$ cat config.mk
export PLATFORM = sky130hd
export DESIGN_NAME = axis_slave_fifo_flat
export DESIGN_NICKNAME = d
export VERILOG_FILES = /design/src/rtl/axis_slave_pkg.sv /design/src/rtl/axis_slave_fifo_if.sv /design/src/rtl/axis_sync_fifo.sv /design/src/rtl/axis_slave_fifo.sv /design/src/flat_wrapper.sv
export SDC_FILE = /design/constraint.sdc
export NUM_CORES = 1
export LEC_CHECK = 0
export BUFFER_PORTS_ARGS = -buffer_cell sky130_fd_sc_hd__buf_2
export CORE_MARGIN = 5
export CORE_UTILIZATION = 64
export CTS_BUF_LIST = sky130_fd_sc_hd__clkbuf_16
export DETAILED_ROUTE_END_ITERATION = 12
export GPL_ROUTABILITY_DRIVEN = 0
export PLACE_DENSITY = 0.84
export SYNTH_ARGS = -nofsm -noshare
export SYNTH_HDL_FRONTEND = slang
export SYNTH_SLANG_ARGS = --single-unit
$ cat constraint.sdc
create_clock -name clk -period 8.4 [get_ports clk]
set_input_delay 0.42 -clock clk [delete_from_list [all_inputs] [get_ports clk]]
set_output_delay 0.42 -clock clk [all_outputs]
set_load 0.01 [all_outputs]
$ cat src/rtl/axis_slave_pkg.sv
// Shared types and constants for the AXI-Stream slave FIFO block.
package axis_slave_pkg;

  typedef enum logic [1:0] {
    IDLE    = 2'd0,
    RECV    = 2'd1,
    OVERRUN = 2'd2
  } state_t;

  localparam int pkt_cnt_w = 16;

endpackage

$ cat src/rtl/axis_slave_fifo_if.sv
// AXI-Stream beat channel between the stream master and the slave FIFO.
interface axis_slave_fifo_if #(
  parameter int data_width = 4
);
  logic [data_width-1:0] s_data;
  logic                  s_valid;
  logic                  s_tlast;
  logic                  s_ready;

  modport master (output s_data, output s_valid, output s_tlast, input s_ready);
  modport slave  (input s_data, input s_valid, input s_tlast, output s_ready);
endinterface

$ cat src/rtl/axis_sync_fifo.sv
// Synchronous first-word-fall-through FIFO with registered occupancy count.
module axis_sync_fifo #(
  parameter int data_width = 4,
  parameter int fifo_aw    = 4
) (
  input  logic                  clk,
  input  logic                  rst,
  input  logic                  push,
  input  logic                  pop,
  input  logic [data_width-1:0] wr_data,
  output logic [data_width-1:0] rd_data,
  output logic                  full,
  output logic                  empty,
  output logic [fifo_aw:0]      count
);

  localparam int unsigned depth = 2 ** fifo_aw;

  logic [data_width-1:0] mem [depth];
  logic [fifo_aw-1:0]    wr_ptr;
  logic [fifo_aw-1:0]    rd_ptr;
  logic                  do_push;
  logic                  do_pop;

  assign full    = (count == (fifo_aw + 1)'(depth));
  assign empty   = (count == '0);
  assign do_push = push && !full;
  assign do_pop  = pop && !empty;
  // Head word is forced to zero while empty so the read port reads 0 out of reset.
  assign rd_data = empty ? '0 : mem[rd_ptr];

  always_ff @(posedge clk) begin
    if (do_push) begin
      mem[wr_ptr] <= wr_data;
    end
  end

  always_ff @(posedge clk or posedge rst) begin
    if (rst) begin
      wr_ptr <= '0;
      rd_ptr <= '0;
      count  <= '0;
    end else begin
      if (do_push) begin
        wr_ptr <= wr_ptr + fifo_aw'(1);
      end
      if (do_pop) begin
        rd_ptr <= rd_ptr + fifo_aw'(1);
      end
      unique case ({do_push, do_pop})
        2'b10:   count <= count + (fifo_aw + 1)'(1);
        2'b01:   count <= count - (fifo_aw + 1)'(1);
        default: count <= count;
      endcase
    end
  end

endmodule

$ cat src/rtl/axis_slave_fifo.sv
// AXI-Stream slave: buffers beats in a FWFT FIFO and checks packet length.
module axis_slave_fifo
  import axis_slave_pkg::*;
#(
  parameter int data_width  = 4,
  parameter int trans_width = 8,
  parameter int trans_lenth = 2 ** trans_width,
  parameter int fifo_aw     = 4
) (
  input  logic                  clk,
  input  logic                  rst,
  axis_slave_fifo_if.slave      s,
  input  logic                  rd_en,
  output logic [data_width-1:0] rd_data,
  output logic                  rd_valid,
  output logic [fifo_aw:0]      fifo_count,
  output logic                  pkt_done,
  output logic                  len_err,
  output logic [pkt_cnt_w-1:0]  pkt_cnt
);

  localparam logic [trans_width-1:0] last_idx = trans_width'(trans_lenth - 1);

  state_t                 state;
  state_t                 state_nxt;
  logic [trans_width-1:0] beat_idx;
  logic [trans_width-1:0] beat_idx_nxt;
  logic                   done_nxt;
  logic                   err_nxt;
  logic [pkt_cnt_w-1:0]   pkt_cnt_nxt;
  logic                   running;
  logic                   full;
  logic                   empty;
  logic                   accept;
  logic                   pop;

  // Holds s_ready low until the first clock edge after reset release.
  always_ff @(posedge clk or posedge rst) begin
    if (rst) begin
      running <= 1'b0;
    end else begin
      running <= 1'b1;
    end
  end

  assign s.s_ready = running && !full;
  assign accept    = s.s_valid && s.s_ready;
  assign pop       = rd_en && !empty;
  assign rd_valid  = !empty;

  axis_sync_fifo #(
    .data_width (data_width),
    .fifo_aw    (fifo_aw)
  ) u_fifo (
    .clk     (clk),
    .rst     (rst),
    .push    (accept),
    .pop     (pop),
    .wr_data (s.s_data),
    .rd_data (rd_data),
    .full    (full),
    .empty   (empty),
    .count   (fifo_count)
  );

  always_ff @(posedge clk or posedge rst) begin
    if (rst) begin
      state    <= IDLE;
      beat_idx <= '0;
      pkt_done <= 1'b0;
      len_err  <= 1'b0;
      pkt_cnt  <= '0;
    end else begin
      state    <= state_nxt;
      beat_idx <= beat_idx_nxt;
      pkt_done <= done_nxt;
      len_err  <= err_nxt;
      pkt_cnt  <= pkt_cnt_nxt;
    end
  end

  // IDLE and RECV share one rule set so a single-beat packet works when trans_lenth is 1.
  always_comb begin
    state_nxt    = state;
    beat_idx_nxt = beat_idx;
    done_nxt     = 1'b0;
    err_nxt      = 1'b0;
    pkt_cnt_nxt  = pkt_cnt;
    if (accept) begin
      beat_idx_nxt = s.s_tlast ? '0 : beat_idx + trans_width'(1);
      unique case (state)
        IDLE, RECV: begin
          if (s.s_tlast) begin
            done_nxt  = 1'b1;
            state_nxt = IDLE;
            if (beat_idx == last_idx) begin
              pkt_cnt_nxt = pkt_cnt + pkt_cnt_w'(1);
            end else begin
              err_nxt = 1'b1;
            end
          end else if (beat_idx == last_idx) begin
            err_nxt   = 1'b1;
            state_nxt = OVERRUN;
          end else begin
            state_nxt = RECV;
          end
        end
        OVERRUN: begin
          if (s.s_tlast) begin
            done_nxt  = 1'b1;
            state_nxt = IDLE;
          end
        end
        default: state_nxt = IDLE;
      endcase
    end
  end

endmodule

$ cat src/flat_wrapper.sv
// flat-port wrapper written by rule: the top's interface ports become plain ports
module axis_slave_fifo_flat import axis_slave_pkg::*;
#(
  parameter int data_width  = 4,
  parameter int trans_width = 8,
  parameter int trans_lenth = 2 ** trans_width,
  parameter int fifo_aw     = 4
)
  (clk, rst, rd_en, rd_data, rd_valid, fifo_count, pkt_done, len_err, pkt_cnt, s_s_data, s_s_valid, s_s_tlast, s_s_ready);
  axis_slave_fifo_if #(.data_width(data_width)) s_i ();
  input  logic clk;
  input  logic rst;
  input  logic rd_en;
  output logic [data_width-1:0] rd_data;
  output logic rd_valid;
  output logic [fifo_aw:0] fifo_count;
  output logic pkt_done;
  output logic len_err;
  output logic [pkt_cnt_w-1:0] pkt_cnt;
  input wire logic [$bits(s_i.s_data)-1:0] s_s_data;
  input wire logic [$bits(s_i.s_valid)-1:0] s_s_valid;
  input wire logic [$bits(s_i.s_tlast)-1:0] s_s_tlast;
  output wire logic [$bits(s_i.s_ready)-1:0] s_s_ready;
  assign s_i.s_data = s_s_data;
  assign s_i.s_valid = s_s_valid;
  assign s_i.s_tlast = s_s_tlast;
  assign s_s_ready = s_i.s_ready;
  axis_slave_fifo #(.data_width(data_width), .trans_width(trans_width), .trans_lenth(trans_lenth), .fifo_aw(fifo_aw)) u_core (.clk(clk), .rst(rst), .s(s_i), .rd_en(rd_en), .rd_data(rd_data), .rd_valid(rd_valid), .fifo_count(fifo_count), .pkt_done(pkt_done), .len_err(len_err), .pkt_cnt(pkt_cnt));
endmodule
==> impl_metrics.json, run 1 <==
{
  "port_buffers": 37,
  "fmax_mhz": 291,
  "die_h_um": 96.9,
  "grt_first_pass_wirelength_mm": 15.3,
  "start_util_pct": 66.2,
  "post-route-period-util_pct": 40.9,
  "synthDistinctLibCells": 58,
  "run_status": "finished clean",
  "report.final.slew_viol_count": 0,
  "worstSkewPairLatency_ns": 0.34,
  "crit_path_end_kind": "flip-flop",
  "dpl_cell_area_mm2": 0.00505,
  "fin_area_mm2": 0.00537,
  "synth_cells": 339,
  "grt_pass1_vias": 3005,
  "cts-resized-gates": 0,
  "clkTransAtPathRegs_ns": 0.07,
  "dieArea_mm2": 0.00938,
  "fin_nets": 395,
  "synth_area_mm2": 0.00483,
  "dr_total_vias": 2910,
  "final.fill_count": 490,
  "drt_wl_total_mm": 8.95,
  "ios": 38,
  "tightest_slew_ns": 1.08,
  "rsz0062_at_grt": "no",
  "syn_area_per_cell_um2": 14.2,
  "clockBufferDepth": 2,
  "synth_top_area_share_pct": 39.8,
  "reg2reg_from": "u_core.u_fifo.count[2]",
  "synth-async-reset-ratio_pct": 39.6,
  "die_width_um": 96.9,
  "synth_seq_cells": 106,
  "core_area_mm2": 0.00729,
  "ant_nets": 0,
  "holdCritPathClass": "in2async",
  "synth_nets": 361,
  "arrival_ns": 3.65,
  "r2r_setup_slack_ns": 4.97,
  "synth-xor-area-share_pct": 4.72,
  "crit_path_start": "u_core.u_fifo.count[2]",
  "cp_num_buf_inv": 1,
  "synth-edff-count": 64,
  "yosys_warnings": 0,
  "use_met3_pct": 4.96,
  "rows": 31,
  "overflow": 0,
  "cts_setup_buffers": 0,
  "cts_sinks": 106,
  "multi_input_area_mm2": 0.00172,
  "grt_start_max_net_pins": 43,
  "cts_buffers": 9,
  "worst_path_largest_cell_delay_ns": 0.63,
  "antenna_found_initial": 0,
  "syn_to_final_growth_pct": 11.3,
  "drtIter0Drc": 253,
  "synth_largest_area_cell": "edfxtp_1",
  "fin_crit_ns": 3.43,
  "vias_per_cell": 6.10,
  "cp_top_family": "compound AO/OA/AOI/OAI gates",
  "synth_simple_gate_area_share_pct": 12.1,
  "critPathMostFrequentCell": "ha_1",
  "timing.rr.end": "u_core.u_fifo.count[4]",
  "cts_tree": "built",
  "max-slew-margin-rel_pct": 28.0,
  "drv_cap": 0,
  "seqCellArea_mm2": 0.00297,
  "dr.pass1.iters": 5,
  "finalSetupViolations": 0,
  "worst-endpoint-required_ns": 8.62,
  "synth_top_family_by_area": "simple AND/OR/NAND/NOR gates",
  "grt.met1_usage_pct": 29.1,
  "cts_root_buffer": "clkbuf_16",
  "routedWlPerCell_um": 18.8,
  "hold_ws_ns": 0.175,
  "top_usage_layer": "met2",
  "htreeDepth": 3,
  "crit_fanout": 18,
  "leakage_nw": 2.07,
  "gr-usage-met2_pct": 32.0,
  "synth_area_leaders": "edfxtp_1 (40%), dfrtp_1 (22%), mux4_2 (7.5%), xnor2_1 (4.2%), ha_1 (3.4%)",
  "worstSetupPathType": "reg2reg",
  "place_ws_ns": 5.01,
  "drc": 0,
  "rr_worst_depth": 10,
  "setup-tns-final_ns": 0,
  "cp_cell_sequence": "nor4_4 > a21oi_2 > inv_2 > ha_1 > xor2_1 > ha_1 > or3_4 > a2111oi_4 > nor4b_1 > xnor2_1",
  "place.detailed.hpwl_mm": 6.11,
  "skew_ns": 0.00786,
  "hold_buffers": 0,
  "powerDensity_mw_per_mm2": 288,
  "setup_slack_ns": 4.97,
  "slowest_stage": "a21oi_2",
  "vdd_drop_max_v": 0.000164,
  "synth_compound_area_share_pct": 5.44,
  "track_usage_pct": 20.6,
  "synth_adder_area_share_pct": 3.37,
  "synth_flop_cell": "edfxtp_1",
  "synth.mux.area_fraction_pct": 9.82,
  "start_kind": "flip-flop",
  "yosysSeqAreaShare_pct": 61.6,
  "finalHoldViolCount": 0,
  "insertedDiodeCount": 0,
  "drive_gt1_share_pct": 21.7
}
[metal layers]
layer	share of wire [%]	up-vias
li1	-	1341
met1	43	1441
met2	50	118
met3	6.5	10
met4	1.1	0
met5	0	-
[stage by stage]
stage / utilization [%] / power, W / std cells
2_1_floorplan: - / 0.00101 / 339
3_3_place_gp: 69.2 / 0.00109 / 461
3_5_place_dp: 69.2 / 0.00111 / 461
4_1_cts: 73.7 / 0.00156 / 477
5_1_grt: 73.7 / 0.00164 / 477
6_report: 73.7 / 0.00155 / 477
[placed cells by master (no fill, tap or decap), types with 13 or more instances in the layout]
cell	n
edfxtp_1	64
xnor2_1	23
dfrtp_1	42
nand2_1	27
nor2_1	20
mux4_2	16
buf_2	37
ha_1	13
[flip-flops by register name, summed over array words and instances (netlist names)]
| name | flops |
|---|---|
| u_core.len_err | 1 |
| u_core.pkt_done | 1 |
| u_core.state | 2 |
| u_core.u_fifo.wr_ptr | 4 |
| u_core.running | 1 |
| u_core.u_fifo.mem | 64 |
| u_core.beat_idx | 8 |
| u_core.u_fifo.count | 5 |
| u_core.pkt_cnt | 16 |
| u_core.u_fifo.rd_ptr | 4 |
[synthesized netlist by cell type (4+ instances only)]
cell type and n:
dfrtp_1 42, o22ai_1 4, and3_1 4, inv_1 9, buf_4 4, a21oi_1 4, mux4_2 16, ha_1 13
mux2i_1 8, o21ai_0 10, edfxtp_1 64, nand2b_1 4, nor2_1 20, nand2_1 27, nand4_1 10, nor3_1 7
xnor2_1 23, nand3_1 10
[tightest hold or removal path: cells and delay by family]
family   cells  cell delay (ns)
buf+inv      3             0.55
[power breakdown]
| part | internal [W] | switching [W] | total (W) |
|---|---|---|---|
| logic | 0.000198 | 0.000178 | 0.000375 |
| registers | 0.000609 | 0.000116 | 0.000725 |
| clock network | 0.000264 | 0.000185 | 0.000449 |
[layout make-up]
class                           instances  area share [%]
Timing Repair Buffer                   38            3.59
Clock buffer                            9            4.19
Inverter                               11           0.768
Sequential cell                       106            55.3
Clock inverter                          7            1.89
Multi-Input combinational cell        207            31.9
Tap cell                               99            2.31
[cells by family (layout without fill, tap and decap cells)]
family / count (synthesis) / in the layout
fa+ha+maj: 13 / 13
xor+xnor: 26 / 26
flops: 106 / 106
other cells: 1 / 1
buf+inv: 26 / 65
simple gates: 104 / 104
compound gates: 36 / 36
mux: 27 / 27
[worst max path at each step]
stage	to	slack [ns]	depth (start not counted)
after floorplan	u_core.u_fifo.count[4]	5.32	13
after global placement	u_core.u_fifo.count[4]	5.10	10
after detailed placement	u_core.u_fifo.count[4]	5.01	10
after CTS	u_core.u_fifo.count[4]	4.99	10
after global routing	u_core.u_fifo.count[4]	4.75	10
final	u_core.u_fifo.count[4]	4.97	10
No activity file was read; power rests on OpenSTA's default activity.
==> inputs of run 2 (changes only) <==
--- a/config.mk
+++ b/config.mk
@@ -7,11 +7,11 @@
 export LEC_CHECK = 0
 export BUFFER_PORTS_ARGS = -buffer_cell sky130_fd_sc_hd__buf_2
 export CORE_MARGIN = 5
-export CORE_UTILIZATION = 64
+export CORE_UTILIZATION = 60
 export CTS_BUF_LIST = sky130_fd_sc_hd__clkbuf_16
 export DETAILED_ROUTE_END_ITERATION = 12
 export GPL_ROUTABILITY_DRIVEN = 0
-export PLACE_DENSITY = 0.84
+export PLACE_DENSITY = 0.8
 export SYNTH_ARGS = -nofsm -noshare
 export SYNTH_HDL_FRONTEND = slang
 export SYNTH_SLANG_ARGS = --single-unit
==> constraint.sdc (replaced) <==
create_clock -name clk -period 3.3 [get_ports clk]
set_input_delay 0.165 -clock clk [delete_from_list [all_inputs] [get_ports clk]]
set_output_delay 0.165 -clock clk [all_outputs]
set_load 0.01 [all_outputs]
==> impl_metrics.json, run 2 (synthesis results as in run 1) <==
{
  "htreeDepth": 3,
  "worstHoldStart": "s_s_tlast",
  "largest_reg_flops": 64,
  "fin_nets": 400,
  "grt_pass1_vias": 2999,
  "largest_register": "u_core.u_fifo.mem",
  "crit_fanout": 9,
  "dieArea_mm2": 0.00994,
  "grt.met1_usage_pct": 27.0,
  "setup_slack_ns": 0.341,
  "start_kind": "flip-flop",
  "skew_ns": 0.00936,
  "ios": 38,
  "worstSkewPairLatency_ns": 0.34,
  "ant_nets": 0,
  "finalHoldViolCount": 0,
  "powerDensity_mw_per_mm2": 716,
  "slowest_stage": "dfrtp_1",
  "cp_cell_sequence": "nor4_4 > a21boi_1 > ha_1 > xor2_1 > ha_1 > or3_4 > a2111oi_4 > nor4b_1 > xnor2_1",
  "seqCellArea_mm2": 0.00297,
  "worstSetupPathType": "reg2reg",
  "die_width_um": 99.7,
  "stdcell_count": 485,
  "p_clk_share_pct": 27.2,
  "antenna_found_initial": 0,
  "die_h_um": 99.7,
  "setup-tns-final_ns": 0,
  "syn_to_final_growth_pct": 11.8,
  "multi_input_area_mm2": 0.00172,
  "largestRegisters": "u_core.u_fifo.mem (64), u_core.pkt_cnt (16), u_core.beat_idx (8)",
  "drive_gt1_share_pct": 22.7,
  "tightest_slew_ns": 0.858,
  "fin_crit_ns": 2.96,
  "max-slew-margin-rel_pct": 42.7,
  "cts_tree": "built",
  "worst_path_largest_cell_delay_ns": 0.50,
  "rows": 32,
  "gr-usage-met2_pct": 32.9,
  "dr_total_vias": 2930,
  "holdCritPathClass": "in2reg",
  "grt_first_pass_wirelength_mm": 15.3,
  "drv_cap": 0,
  "dp.cells": 468,
  "start_util_pct": 62.2,
  "use_met3_pct": 3.09,
  "drc": 0,
  "top_usage_layer": "met2",
  "critPathMostFrequentCell": "ha_1",
  "p_int_w": 0.00261,
  "share_seq_of_total_power_pct": 46.1,
  "port_buffers": 37,
  "reg2reg_from": "u_core.u_fifo.count[1]",
  "crit_path_end_kind": "flip-flop",
  "run_status": "finished clean",
  "fin_util_pct": 69.5,
  "vdd_drop_max_v": 0.000419,
  "place.detailed.hpwl_mm": 6.12,
  "mostFrequentLayoutCells": "edfxtp_1 (64), dfrtp_1 (42), buf_2 (37)",
  "worst-endpoint-required_ns": 3.51,
  "grt_start_max_net_pins": 43,
  "drtIter0Drc": 230,
  "cts_buffers": 9,
  "arrival_ns": 3.17,
  "cts-resized-gates": 0,
  "final.fill_count": 527,
  "clkTransAtPathRegs_ns": 0.07,
  "dr.pass1.iters": 5,
  "post-route-period-util_pct": 89.7,
  "vias_per_cell": 6.04,
  "pwr-share-comb_pct": 26.6,
  "fmax_mhz": 338,
  "finalSetupViolations": 0,
  "routedWlPerCell_um": 18.8,
  "rsz0062_at_grt": "no",
  "mostFrequentLayoutCell": "edfxtp_1",
  "overflow": 0,
  "report.final.slew_viol_count": 0,
  "cts_root_buffer": "clkbuf_16",
  "place_ws_ns": 0.355,
  "track_usage_pct": 19.8,
  "switching_share_pct": 32.6,
  "core_area_mm2": 0.00777,
  "leakage_nw": 2.08,
  "cts_sinks": 106,
  "insertedDiodeCount": 0,
  "crit_path_start": "u_core.u_fifo.count[1]",
  "power_switching_w": 0.00126,
  "clockBufferDepth": 2,
  "drt_wl_total_mm": 9.14
}
run 2: final timing paths:
check / depth (start not counted) / end / slack [ns]
max: 9 / u_core.u_fifo.count[4] / 0.34
min: 2 / u_core.beat_idx[2] / 0.18
max reg2reg: 9 / u_core.u_fifo.count[4] / 0.34
min reg2reg: 1 / u_core.pkt_cnt[15] / 0.48
max in group asynchronous: 4 / u_core.u_fifo.wr_ptr[2] / 2.44
min in group asynchronous: 4 / u_core.u_fifo.rd_ptr[3] / 0.48
run 2: critical path, delay by kind of cell, from the launching register on:
kind	cells	cell delay [ns]
compound gates	2	0.59
simple gates	3	0.94
fa+ha+maj	2	0.51
flops	1	0.50
xor+xnor	2	0.29
run 2: final cells by class:
type / instances / area share, %
Tap cell: 102 / 2.36
Clock inverter: 7 / 1.51
Sequential cell: 106 / 55.1
Clock buffer: 9 / 4.17
Timing Repair Buffer: 43 / 4.31
Inverter: 11 / 0.765
Multi-Input combinational cell: 207 / 31.8
run 2: power groups by stage:
stage          sequential [W]  combinational (W)  clock [W]
2_1_floorplan         0.00168           0.000899          0
3_3_place_gp          0.00180            0.00100          0
3_5_place_dp          0.00181            0.00103          0
4_1_cts               0.00179            0.00105    0.00108
5_1_grt               0.00181            0.00113    0.00114
6_report              0.00178            0.00103    0.00105
run 2: per-layer routing:
layer / wire [µm] / vias up / share of wire [%]
met4: 138 / 0 / 1.5
met2: 4540 / 91 / 50
li1: - / 1351 / -
met5: 0 / - / 0
met3: 423 / 13 / 4.6
met1: 4030 / 1475 / 44
run 2: per-stage QoR:
step | hold slack (ns) | area, µm² | power [W]
final | 0.184 | 5400 | 0.00386
after global placement | 0.309 | 5080 | 0.00280
after floorplan | 0.264 | 4830 | 0.00258
after detailed placement | 0.322 | 5080 | 0.00285
after global routing | 0.192 | 5400 | 0.00408
after CTS | 0.171 | 5400 | 0.00391
run 2: what timing repair did:
action | CTS | global route
buffers inserted | 0 | 0
hold buffers | 1 | 0
hold endpoints to repair | 42 | 0
